File: src/rtl/mem_bus_arbiter_pkg.sv
// Shared encodings for the memory bus arbiter: access sizes, FSM states and the fetch NOP.
package mem_bus_arbiter_pkg;

    localparam logic [1:0] MEM_B = 2'b00;
    localparam logic [1:0] MEM_H = 2'b01;
    localparam logic [1:0] MEM_W = 2'b10;

    localparam logic [1:0] ST_IDLE    = 2'd0;
    localparam logic [1:0] ST_LS_WAIT = 2'd1;
    localparam logic [1:0] ST_IF_WAIT = 2'd2;
    localparam logic [1:0] ST_RESP    = 2'd3;

    localparam logic [31:0] NOP_INSN = 32'h0000_0013;

    // The unused encoding 11 is handled like a word access.
    function automatic logic is_misaligned(input logic [1:0] mem_type, input logic [1:0] off);
        case (mem_type)
            MEM_B:   return 1'b0;
            MEM_H:   return off[0];
            default: return off != 2'b00;
        endcase
    endfunction

endpackage

File: src/rtl/mem_bus_arbiter_ls_align.sv
// Byte-lane steering for stores and lane extraction plus sign/zero extension for loads.
module mem_bus_arbiter_ls_align
    import mem_bus_arbiter_pkg::*;
(
    input  logic [1:0]  st_off,
    input  logic [1:0]  st_type,
    input  logic [31:0] st_wdata,
    output logic [3:0]  be,
    output logic [31:0] wdata_lane,
    input  logic [1:0]  ld_off,
    input  logic [1:0]  ld_type,
    input  logic        ld_sign,
    input  logic [31:0] rdata,
    output logic [31:0] rdata_ext
);

    logic [7:0]  byte_sel;
    logic [15:0] half_sel;

    always_comb begin
        be         = 4'b1111;
        wdata_lane = st_wdata;
        case (st_type)
            MEM_B: begin
                be         = 4'b0001 << st_off;
                wdata_lane = {4{st_wdata[7:0]}};
            end
            MEM_H: begin
                be         = 4'b0011 << st_off;
                wdata_lane = {2{st_wdata[15:0]}};
            end
            default: ;
        endcase
    end

    // ld_sign set means LBU/LHU, so the fill bit is forced to zero.
    always_comb begin
        byte_sel  = rdata[{ld_off, 3'b000} +: 8];
        half_sel  = rdata[{ld_off[1], 4'b0000} +: 16];
        rdata_ext = rdata;
        case (ld_type)
            MEM_B:   rdata_ext = {{24{~ld_sign & byte_sel[7]}}, byte_sel};
            MEM_H:   rdata_ext = {{16{~ld_sign & half_sel[15]}}, half_sel};
            default: ;
        endcase
    end

endmodule

File: src/rtl/mem_bus_arbiter.sv
// Single-port bus arbiter between instruction fetch and load/store, with timeout and stall.
module mem_bus_arbiter
    import mem_bus_arbiter_pkg::*;
#(
    parameter int TIMEOUT = 255
) (
    input  logic        clk,
    input  logic        rst_n,
    input  logic        if_req,
    input  logic [31:0] if_addr,
    input  logic        if_flush,
    output logic [31:0] if_rdata,
    output logic        if_ack,
    input  logic        ls_rmem,
    input  logic        ls_wmem,
    input  logic [31:0] ls_addr,
    input  logic [31:0] ls_wdata,
    input  logic [1:0]  ls_mem_type,
    input  logic        ls_mem_sign,
    output logic [31:0] ls_rdata,
    output logic        ls_ack,
    output logic        ls_err,
    output logic        stall,
    output logic        bus_req,
    output logic        bus_we,
    output logic [31:0] bus_addr,
    output logic [3:0]  bus_be,
    output logic [31:0] bus_wdata,
    input  logic [31:0] bus_rdata,
    input  logic        bus_ready
);

    localparam logic [7:0] TIMEOUT_CNT = 8'(TIMEOUT);

    logic [1:0]  state;
    logic [7:0]  cnt;
    logic        drop;
    logic [1:0]  ld_off;
    logic [1:0]  ld_type;
    logic        ld_sign;
    logic        ls_req;
    logic        misaligned;
    logic [3:0]  st_be;
    logic [31:0] st_lane;
    logic [31:0] ld_ext;

    assign ls_req     = ls_rmem | ls_wmem;
    assign misaligned = is_misaligned(ls_mem_type, ls_addr[1:0]);
    assign stall      = ls_req & ~ls_ack;

    mem_bus_arbiter_ls_align u_align (
        .st_off     (ls_addr[1:0]),
        .st_type    (ls_mem_type),
        .st_wdata   (ls_wdata),
        .be         (st_be),
        .wdata_lane (st_lane),
        .ld_off     (ld_off),
        .ld_type    (ld_type),
        .ld_sign    (ld_sign),
        .rdata      (bus_rdata),
        .rdata_ext  (ld_ext)
    );

    always_ff @(posedge clk or negedge rst_n) begin
        if (!rst_n) begin
            state     <= ST_IDLE;
            cnt       <= '0;
            drop      <= 1'b0;
            ld_off    <= '0;
            ld_type   <= '0;
            ld_sign   <= 1'b0;
            bus_req   <= 1'b0;
            bus_we    <= 1'b0;
            bus_addr  <= '0;
            bus_be    <= '0;
            bus_wdata <= '0;
            if_rdata  <= '0;
            if_ack    <= 1'b0;
            ls_rdata  <= '0;
            ls_ack    <= 1'b0;
            ls_err    <= 1'b0;
        end else begin
            if_ack <= 1'b0;
            ls_ack <= 1'b0;
            ls_err <= 1'b0;
            case (state)
                ST_IDLE: begin
                    if (ls_req) begin
                        if (misaligned) begin
                            ls_ack   <= 1'b1;
                            ls_err   <= 1'b1;
                            ls_rdata <= '0;
                            state    <= ST_RESP;
                        end else begin
                            bus_req   <= 1'b1;
                            bus_we    <= ls_wmem;
                            bus_addr  <= ls_addr & 32'hFFFF_FFFC;
                            bus_be    <= st_be;
                            bus_wdata <= st_lane;
                            ld_off    <= ls_addr[1:0];
                            ld_type   <= ls_mem_type;
                            ld_sign   <= ls_mem_sign;
                            cnt       <= '0;
                            state     <= ST_LS_WAIT;
                        end
                    end else if (if_req) begin
                        bus_req   <= 1'b1;
                        bus_we    <= 1'b0;
                        bus_addr  <= if_addr & 32'hFFFF_FFFC;
                        bus_be    <= 4'b1111;
                        bus_wdata <= '0;
                        drop      <= 1'b0;
                        cnt       <= '0;
                        state     <= ST_IF_WAIT;
                    end
                end
                ST_LS_WAIT: begin
                    if (bus_ready) begin
                        bus_req  <= 1'b0;
                        ls_ack   <= 1'b1;
                        ls_rdata <= bus_we ? 32'h0 : ld_ext;
                        state    <= ST_RESP;
                    end else if (cnt == TIMEOUT_CNT) begin
                        bus_req  <= 1'b0;
                        ls_ack   <= 1'b1;
                        ls_err   <= 1'b1;
                        ls_rdata <= '0;
                        state    <= ST_RESP;
                    end else begin
                        cnt <= cnt + 8'd1;
                    end
                end
                ST_IF_WAIT: begin
                    drop <= drop | if_flush;
                    // A flush landing on the completing cycle must also swallow the ack.
                    if (bus_ready || cnt == TIMEOUT_CNT) begin
                        bus_req  <= 1'b0;
                        if_ack   <= ~(drop | if_flush);
                        if_rdata <= bus_ready ? bus_rdata : NOP_INSN;
                        state    <= ST_RESP;
                    end else begin
                        cnt <= cnt + 8'd1;
                    end
                end
                default: begin
                    drop  <= drop | if_flush;
                    state <= ST_IDLE;
                end
            endcase
        end
    end

endmodule

File: config.mk
export PLATFORM = sky130hd
export DESIGN_NAME = mem_bus_arbiter
export DESIGN_NICKNAME = d
export VERILOG_FILES = /design/src/rtl/mem_bus_arbiter_pkg.sv /design/src/rtl/mem_bus_arbiter_ls_align.sv /design/src/rtl/mem_bus_arbiter.sv
export SDC_FILE = /design/constraint.sdc
export NUM_CORES = 1
export LEC_CHECK = 0
export CAP_MARGIN = 40
export CORE_UTILIZATION = 35
export DETAILED_ROUTE_END_ITERATION = 16
export GPL_ROUTABILITY_DRIVEN = 0
export PLACE_DENSITY = 0.67
export SLEW_MARGIN = 5
export SYNTH_ARGS = -nofsm -noshare
export SYNTH_HDL_FRONTEND = slang
export SYNTH_SLANG_ARGS = --single-unit
File: constraint.sdc
create_clock -name clk -period 2.6 [get_ports clk]
set_input_delay 0.52 -clock clk [delete_from_list [all_inputs] [get_ports clk]]
set_output_delay 0.52 -clock clk [all_outputs]
set_load 0.05 [all_outputs]
==> Yosys cells after proc, flatten, opt, wreduce, memory -nomap -nowiden <==
Cells that the tools add are included.
W data, S select, Z words.
{ "word_totals": {"ff_bits": 153, "inputBits": 138, "output_inout_bits": 138, "wordCells": 119} }
{ "op_classes": {"add_sub_neg": 1, "n_eq_ne": 17, "n_shift": 4, "n_mux": 55, "n_bitwise": 10, "n_reduce_logical": 16} }
{ "op_table": {"columns": ["op", "count"], "rows": [
  ["$mux W32", 12],
  ["$pmux W32 S2", 3],
  ["$mux W8", 6],
  ["$shiftx A32 B6 Y16", 1],
  ["$shiftx A32 B6 Y8", 1],
  ["$pmux W8 S3", 1],
  ["$ne A2 B2 Y1 const B", 9],
  ["$mux W1", 17],
  ["$mux W2", 6],
  ["$mux W4", 3],
  ["$reduce_and A3 Y1", 4],
  ["$ne A3 B3 Y1 const B", 3],
  ["$add A8 B1 Y8 const B", 1],
  ["$eq A8 B8 Y1 const B", 1],
  ["$pmux W1 S2", 4],
  ["$pmux W4 S2", 1],
  ["$eq A2 B1 Y1 const B", 3],
  ["$logic_not A2 Y1", 3],
  ["$pmux W2 S3", 1],
  ["$reduce_and A6 Y1", 1],
  ["$reduce_bool A2 Y1", 3],
  ["$not A1 Y1", 5],
  ["$reduce_and A5 Y1", 1],
  ["$reduce_and A4 Y1", 1],
  ["9 further kinds", 12]
]} }

==> Longest topological paths before layout <==
Gate-level depths: netlist of run 1.
{ "depth": {"depth_word": 6, "depth_mapped": 9, "depth_no_buf": 6} }

==> By module <==
From an unflattened synthesis of run 1, not the netlist that was laid out.
{ "unflattened": {"cells_unflattened": 709, "hier_area_um2": 7141.8} }
{ "modules_own_cells": {"columns": ["mod", "instances", "cells_each", "area_each_um2", "seq_area_each_um2"], "rows": [
  ["mem_bus_arbiter", 1, 513, 5969.5, 3778.6],
  ["mem_bus_arbiter_ls_align", 1, 196, 1172.4, 0.0]
]} }

==> Worst setup path before layout of run 1 <==
OpenSTA, ideal clock, no wires.
{ "synth_timing": {"path_type": "input port to output port", "startpoint": "input ls_wmem", "endpoint": "output stall", "t_arrival_ns": 1.811, "required_ns": 2.080, "setup_slack_ns": 0.269, "path_stages": 4, "path_buffers": 2, "cell_sequence": "nor2_1 > clkbuf_1 > clkbuf_1 > nor2_1"} }
{ "synth_between": {"elab_chain_len": 2} }
{ "synth_lines": {"columns": ["element", "line_no", "source"], "rows": [
  ["from (decl)", "mem_bus_arbiter.sv:15", "input logic ls_wmem,"],
  ["$or A1 B1 Y1", "mem_bus_arbiter.sv:47", "assign ls_req = ls_rmem | ls_wmem;"],
  ["$and A1 B1 Y1", "mem_bus_arbiter.sv:49", "assign stall = ls_req & ~ls_ack;"],
  ["to (decl)", "mem_bus_arbiter.sv:23", "output logic stall,"]
]} }
No other way between the ends.

==> Worst setup path in the final report of run 1 <==
Ends and elaborated chain as after synthesis.

==> results_dict.tcl, run 1 <==
set metrics [dict create \
    finClkSkew_ns 0.00747 \
    clkSlewWorstSetupHoldPaths_ns 0.06 \
    switchingPower_uw 7460 \
    grt.total_usage 0.223 \
    whs_ns 0.00113 \
    synth_area_leaders "dfrtp_1, mux2i_1, a22o_1" \
    fin_crit_ns 2.23 \
    drtIter0Drc 590 \
    clkPwrFrac 0.158 \
    final_max_slew_viol_count 0 \
    cellPowerDensity_nw_per_um2 1370 \
    yosysMostFrequentCell "dfrtp_1" \
    hp-class "input port to asynchronous set/reset pin" \
    wire_per_inst_um 18.9 \
    rsz0062_at_grt "false" \
    path_class "input port to output port" \
    post-route-util 0.545 \
    cts_resized 0 \
    grt_pass1_wl_um 37300 \
    route.detailed.drc 0 \
    cp_max_fo 17 \
    io_pins 276 \
    grt_pass1_vias 6458 \
    syn_area_sq_um 7440 \
    fin_crit_sh 0.859 \
    wirelength_um 23700 \
    post_cts_buffers 0 \
    power_frac_comb 0.581 \
    design.core.area_sq_um 20600 \
    cts_tree "built" \
    synth.top_cell.area_share 0.508 \
    hold_viol_final 0 \
    ir_worst_vdd_mv 0.709 \
    worstMarginPinSlew_ns 0.612 \
    synthCells 700 \
    swShare 0.487 \
    ys_async_sr_fraction 1.00 \
    via_per_inst 5.23 \
    synth.largest_area_cell "dfrtp_1" \
    finalSetupViolCount 0 \
    antenna_found_initial 2 \
    fmax_mhz 448 \
    synth_ff_type "dfrtp_1" \
    firstDrtPassIters 6 \
    rr_worst_depth 7 \
    htreeDepth 4 \
    ys_seq_elements 151 \
    relSlewSlack 0.591 \
    vias 6564 \
    clk-insertion-delay-late_ns 0.42 \
    fp.dieArea_sq_um 21800 \
    drv_cap 0 \
    dp_hpwl_um 17500 \
    cts_sinks 151 \
    status "finished, final reports clean" \
    gr-total-overflow 0 \
    synth_cell_types 54 \
    p_seq_frac 0.261 \
    antenna_left 0 \
    die_x_um 148 \
    ys_seq_area_frac 0.508 \
    grt_max_degree 95 \
    num_rows 52 \
    drive_above_1_share 0.112 \
    synth_edf_count 0 \
    die_h_um 148 \
    io_buffers 271 \
    synth_warnings 0 \
    worstSetupStartpointType "input port" \
    avgSynthCellArea_sq_um 10.6 \
    cts_buffer_depth 2 \
    p_leak_uw 0.00474 \
    p_int_uw 7850 \
    syn2layout_area_growth_pct 50.6 \
    cts_buffers 17 \
    cts_hold_buf 0 \
    nets 1114 \
    crit_arrival_ns 1.71 \
    worst_setup_path_end_kind "output port" \
    root_buffer "clkbuf_16" \
    finalSetupTns_ns 0 \
    synth_commonest_cells "dfrtp_1, o21ai_0, nand2_1" \
    initial_core_util 0.362 \
    cp.required_ns 2.08 \
]
## critical path, cell delays in order
cell             delay (ns)
clkdlybuf4s50_1        0.58
nor2_4                 0.06
buf_4                  0.21
nor2_1                 0.12
buf_4                  0.22
## sequential cells by signal, indices dropped and copies added (netlist names)
register / flops
bus_addr: 30
bus_be: 4
bus_req: 1
bus_wdata: 32
bus_we: 1
cnt: 8
drop: 1
if_ack: 1
if_rdata: 32
ld_off: 2
ld_sign: 1
ld_type: 2
ls_ack: 1
ls_err: 1
ls_rdata: 32
state: 2
## power groups by stage
stage                     clock [uW]  sequential [uW]  combinational [uW]
after floorplan                    0             7030                2760
after global placement             0             4000                8860
after detailed placement           0             4020                8900
after CTS                       2480             4010                8930
after global routing            2580             4140                9370
final                           2420             4000                8890
## through the flow
step / cell area, sq um / setup slack [ns] / cells / total power, uW
5_1_grt: 11200 / 0.287 / 1254 / 16100
4_1_cts: 11200 / 0.365 / 1252 / 15400
3_5_place_dp: 10600 / 0.0537 / 1222 / 12900
6_report: 11200 / 0.367 / 1254 / 15300
3_3_place_gp: 10600 / 0.0923 / 1222 / 12900
2_1_floorplan: 7440 / 0.269 / 701 / 9790
## cell families (layout without fill, tap and decap cells)
kind of cell	Yosys count	in the layout	synth area share
compound gates	271	271	0.262
flops	151	151	0.508
simple gates	121	121	0.0737
buf+inv	77	358	0.0454
mux	74	74	0.102
fa+ha+maj	5	5	0.00841
other cells	1	4	0.000504
## cell usage in the layout, fill, tap and decap left out, types with 4 or more instances in the layout
cell / instances
buf_12: 7
o21ai_0: 78
nor3_1: 5
o41ai_2: 15
clkdlybuf4s50_1: 269
o22ai_1: 4
a21oi_1: 48
a211oi_1: 7
ha_1: 5
inv_1: 17
or3_1: 7
nand3_1: 7
dfrtp_1: 151
o211ai_1: 4
nand2_1: 63
clkbuf_16: 17
a22o_1: 47
nor2_1: 20
a222oi_1: 7
mux2i_1: 57
mux2_2: 16
o31ai_1: 41
buf_4: 33
## path summary, 6_finish.rpt
| check | to | slack (ns) | startpoint |
|---|---|---|---|
| setup / recovery | stall | 0.37 | ls_wmem |
| hold / removal | bus_addr[26] | 0.001 | rst_n |
| setup reg to reg | ls_rdata[22] | 0.44 | state[1] |
| hold reg to reg | if_ack | 0.47 | drop |
| max in group asynchronous | bus_addr[3] | 1.90 | rst_n |
| min in group clk | if_ack | 0.47 | drop |
## area by class of cell
cell class                 instances  area [sq um]
clock buffer                      19           443
fill                            1872          9350
tap                              270           338
multi-input combinational        473          3350
sequential                       151          3780
antenna                            2          5.00
clock inverter                    11           128
inverter                          18          67.6
timing repair buffer             310          3090
## layer usage
layer / part of all wire / wire length (um) / vias up / global-route usage
li1: - / - / 3162 / -
met1: 0.44 / 10400 / 3138 / 0.303
met2: 0.48 / 11400 / 231 / 0.345
met3: 0.059 / 1410 / 33 / 0.0506
met4: 0.021 / 505 / 0 / 0.0851
met5: 0 / 0 / - / 0
No activity file was read; power rests on OpenSTA's default activity.
==> run 2, diff against run 1 <==
- RECOVER_POWER: unset -> 100
==> run 2 against run 1 <==
Die area is the same. The flow now finishes with violations (capacitance limit, slew limit). Flip-flop and latch count is the same. Critical endpoint is now cnt[1]. First-iteration DRC count shrank 5.3%. Clock power is essentially flat.
==> results_dict.tcl, run 2 (same netlist as run 1, synthesis figures left out) <==
set metrics [dict create \
    via_per_inst 5.29 \
    clkSlewWorstSetupHoldPaths_ns 0.06 \
    finClkSkew_ns 0.00730 \
    drv_cap 1 \
    fmax_mhz 419 \
    num_rows 52 \
    layout_commonest_cell "dfrtp_1" \
    grt_pass1_wl_um 37300 \
    relSlewSlack -0.386 \
    worstSetupStartpointType "input port" \
    grt_max_degree 95 \
    p_leak_uw 0.00498 \
    firstDrtPassIters 6 \
    status "complete, but fails checks" \
    initial_core_util 0.362 \
    cellPowerDensity_nw_per_um2 1330 \
    wire_per_inst_um 19.0 \
    final_max_slew_viol_count 41 \
    drive_above_1_share 0.107 \
    wirelength_um 23800 \
    io_buffers 271 \
    layout_common_cells "dfrtp_1, dlygate4sd3_1, clkdlybuf4s50_1, o21ai_0, nand2_1" \
    design.core.area_sq_um 20600 \
    syn2layout_area_growth_pct 50.2 \
    gr-total-overflow 0 \
    hold_viol_final 0 \
    cts_buffers 17 \
    crit_arrival_ns 2.67 \
    cp.required_ns 2.88 \
    die_x_um 148 \
    min_path_cells 2 \
    r2r_end "ls_rdata[9]" \
    drtIter0Drc 559 \
    cts_resized 0 \
    violations "capacitance limit, slew limit" \
    cts_hold_buf 0 \
    worstMarginPinSlew_ns 2.08 \
    worstReg2RegStart "state[1]" \
    rrSetupSlack_ns 0.29 \
    pre_cts_ws_ns 0.0537 \
    nets 1114 \
    min-delay-start "bus_wdata[18]" \
    cts_sinks 151 \
    grt.total_usage 0.223 \
    top_regs "bus_wdata (32), if_rdata (32), ls_rdata (32)" \
    antenna_found_initial 2 \
    cp_max_fo 8 \
    finalSetupViolCount 0 \
    fin_crit_ns 2.39 \
    grt_pass1_vias 6458 \
    hp-class "flip-flop to flip-flop" \
    io_pins 276 \
    die_h_um 148 \
    rsz0062_at_grt "false" \
    rr_worst_depth 7 \
    path_class "input port to flip-flop" \
    worst_setup_path_end_kind "flip-flop" \
    ir_worst_vdd_mv 0.670 \
    post_cts_buffers 0 \
    hold_end "bus_wdata[18]" \
    fin_crit_sh 0.919 \
    vias 6634 \
    layout_setup_ws_ns 0.211 \
    antenna_left 0 \
    root_buffer "clkbuf_16" \
    dp_hpwl_um 17500 \
    cts_buffer_depth 2 \
    finalSetupTns_ns 0 \
    clk-insertion-delay-late_ns 0.42 \
    htreeDepth 4 \
    cts_tree "built" \
    fp.dieArea_sq_um 21800 \
    route.detailed.drc 0 \
]
[run 2: cell count changes in the layout (fill, tap and decap cells not counted), sizes merged]
cell,before,now
dlygate4sd2,0,1
clkbuf,19,24
buf,41,35
dlygate4sd3,0,137
clkdlybuf4s50,269,132
[run 2: worst max path at each step]
stage	slack [ns]	startpoint	end	cells past startpoint
global route	0.15	rst_n	bus_addr[3]	2
detailed placement	0.05	ls_wmem	cnt[4]	5
finish	0.21	ls_wmem	cnt[1]	5
CTS	0.36	ls_wmem	stall	5
floorplan	0.27	ls_wmem	stall	4
global placement	0.09	ls_wmem	cnt[6]	5
[run 2: report_power, final]
part           switching, uW  leakage, uW  internal (uW)
sequential               601      0.00193           3360
clock                    989     0.000271           1430
combinational           5830      0.00277           2700
total                   7420      0.00498           7480
[run 2: routing by layer]
layer  GRT usage  part of all wire
met5           0                 0
met4      0.0851             0.021
met3      0.0506             0.061
met2       0.345              0.48
met1       0.303              0.44
[run 2: cell type report]
type                       count  area, sq um
fill                        1875         9390
sequential                   151         3780
multi-input combinational    473         3350
timing repair buffer         310         3060
clock buffer                  19          443
tap                          270          338
clock inverter                11          128
inverter                      18         67.6
antenna                        2         5.00
[run 2: critical path, cell delays in order]
cell	delay [ns]
dlygate4sd3_1	0.62
or4b_2	0.75
o311ai_2	0.15
or2_0	0.46
o21ai_0	0.17
[run 2: stage by stage]
| step | hold WS, ns | instance area [sq um] | cells | power, uW | utilization |
|---|---|---|---|---|---|
| 2_1_floorplan | 0.224 | 7440 | 701 | 9790 | - |
| 3_3_place_gp | 0.455 | 10600 | 1222 | 12900 | 0.517 |
| 3_5_place_dp | 0.458 | 10600 | 1222 | 12900 | 0.517 |
| 4_1_cts | 0.00821 | 11200 | 1252 | 15400 | 0.545 |
| 5_1_grt | 0.487 | 11200 | 1254 | 15700 | 0.543 |
| 6_report | 0.469 | 11200 | 1254 | 14900 | 0.543 |
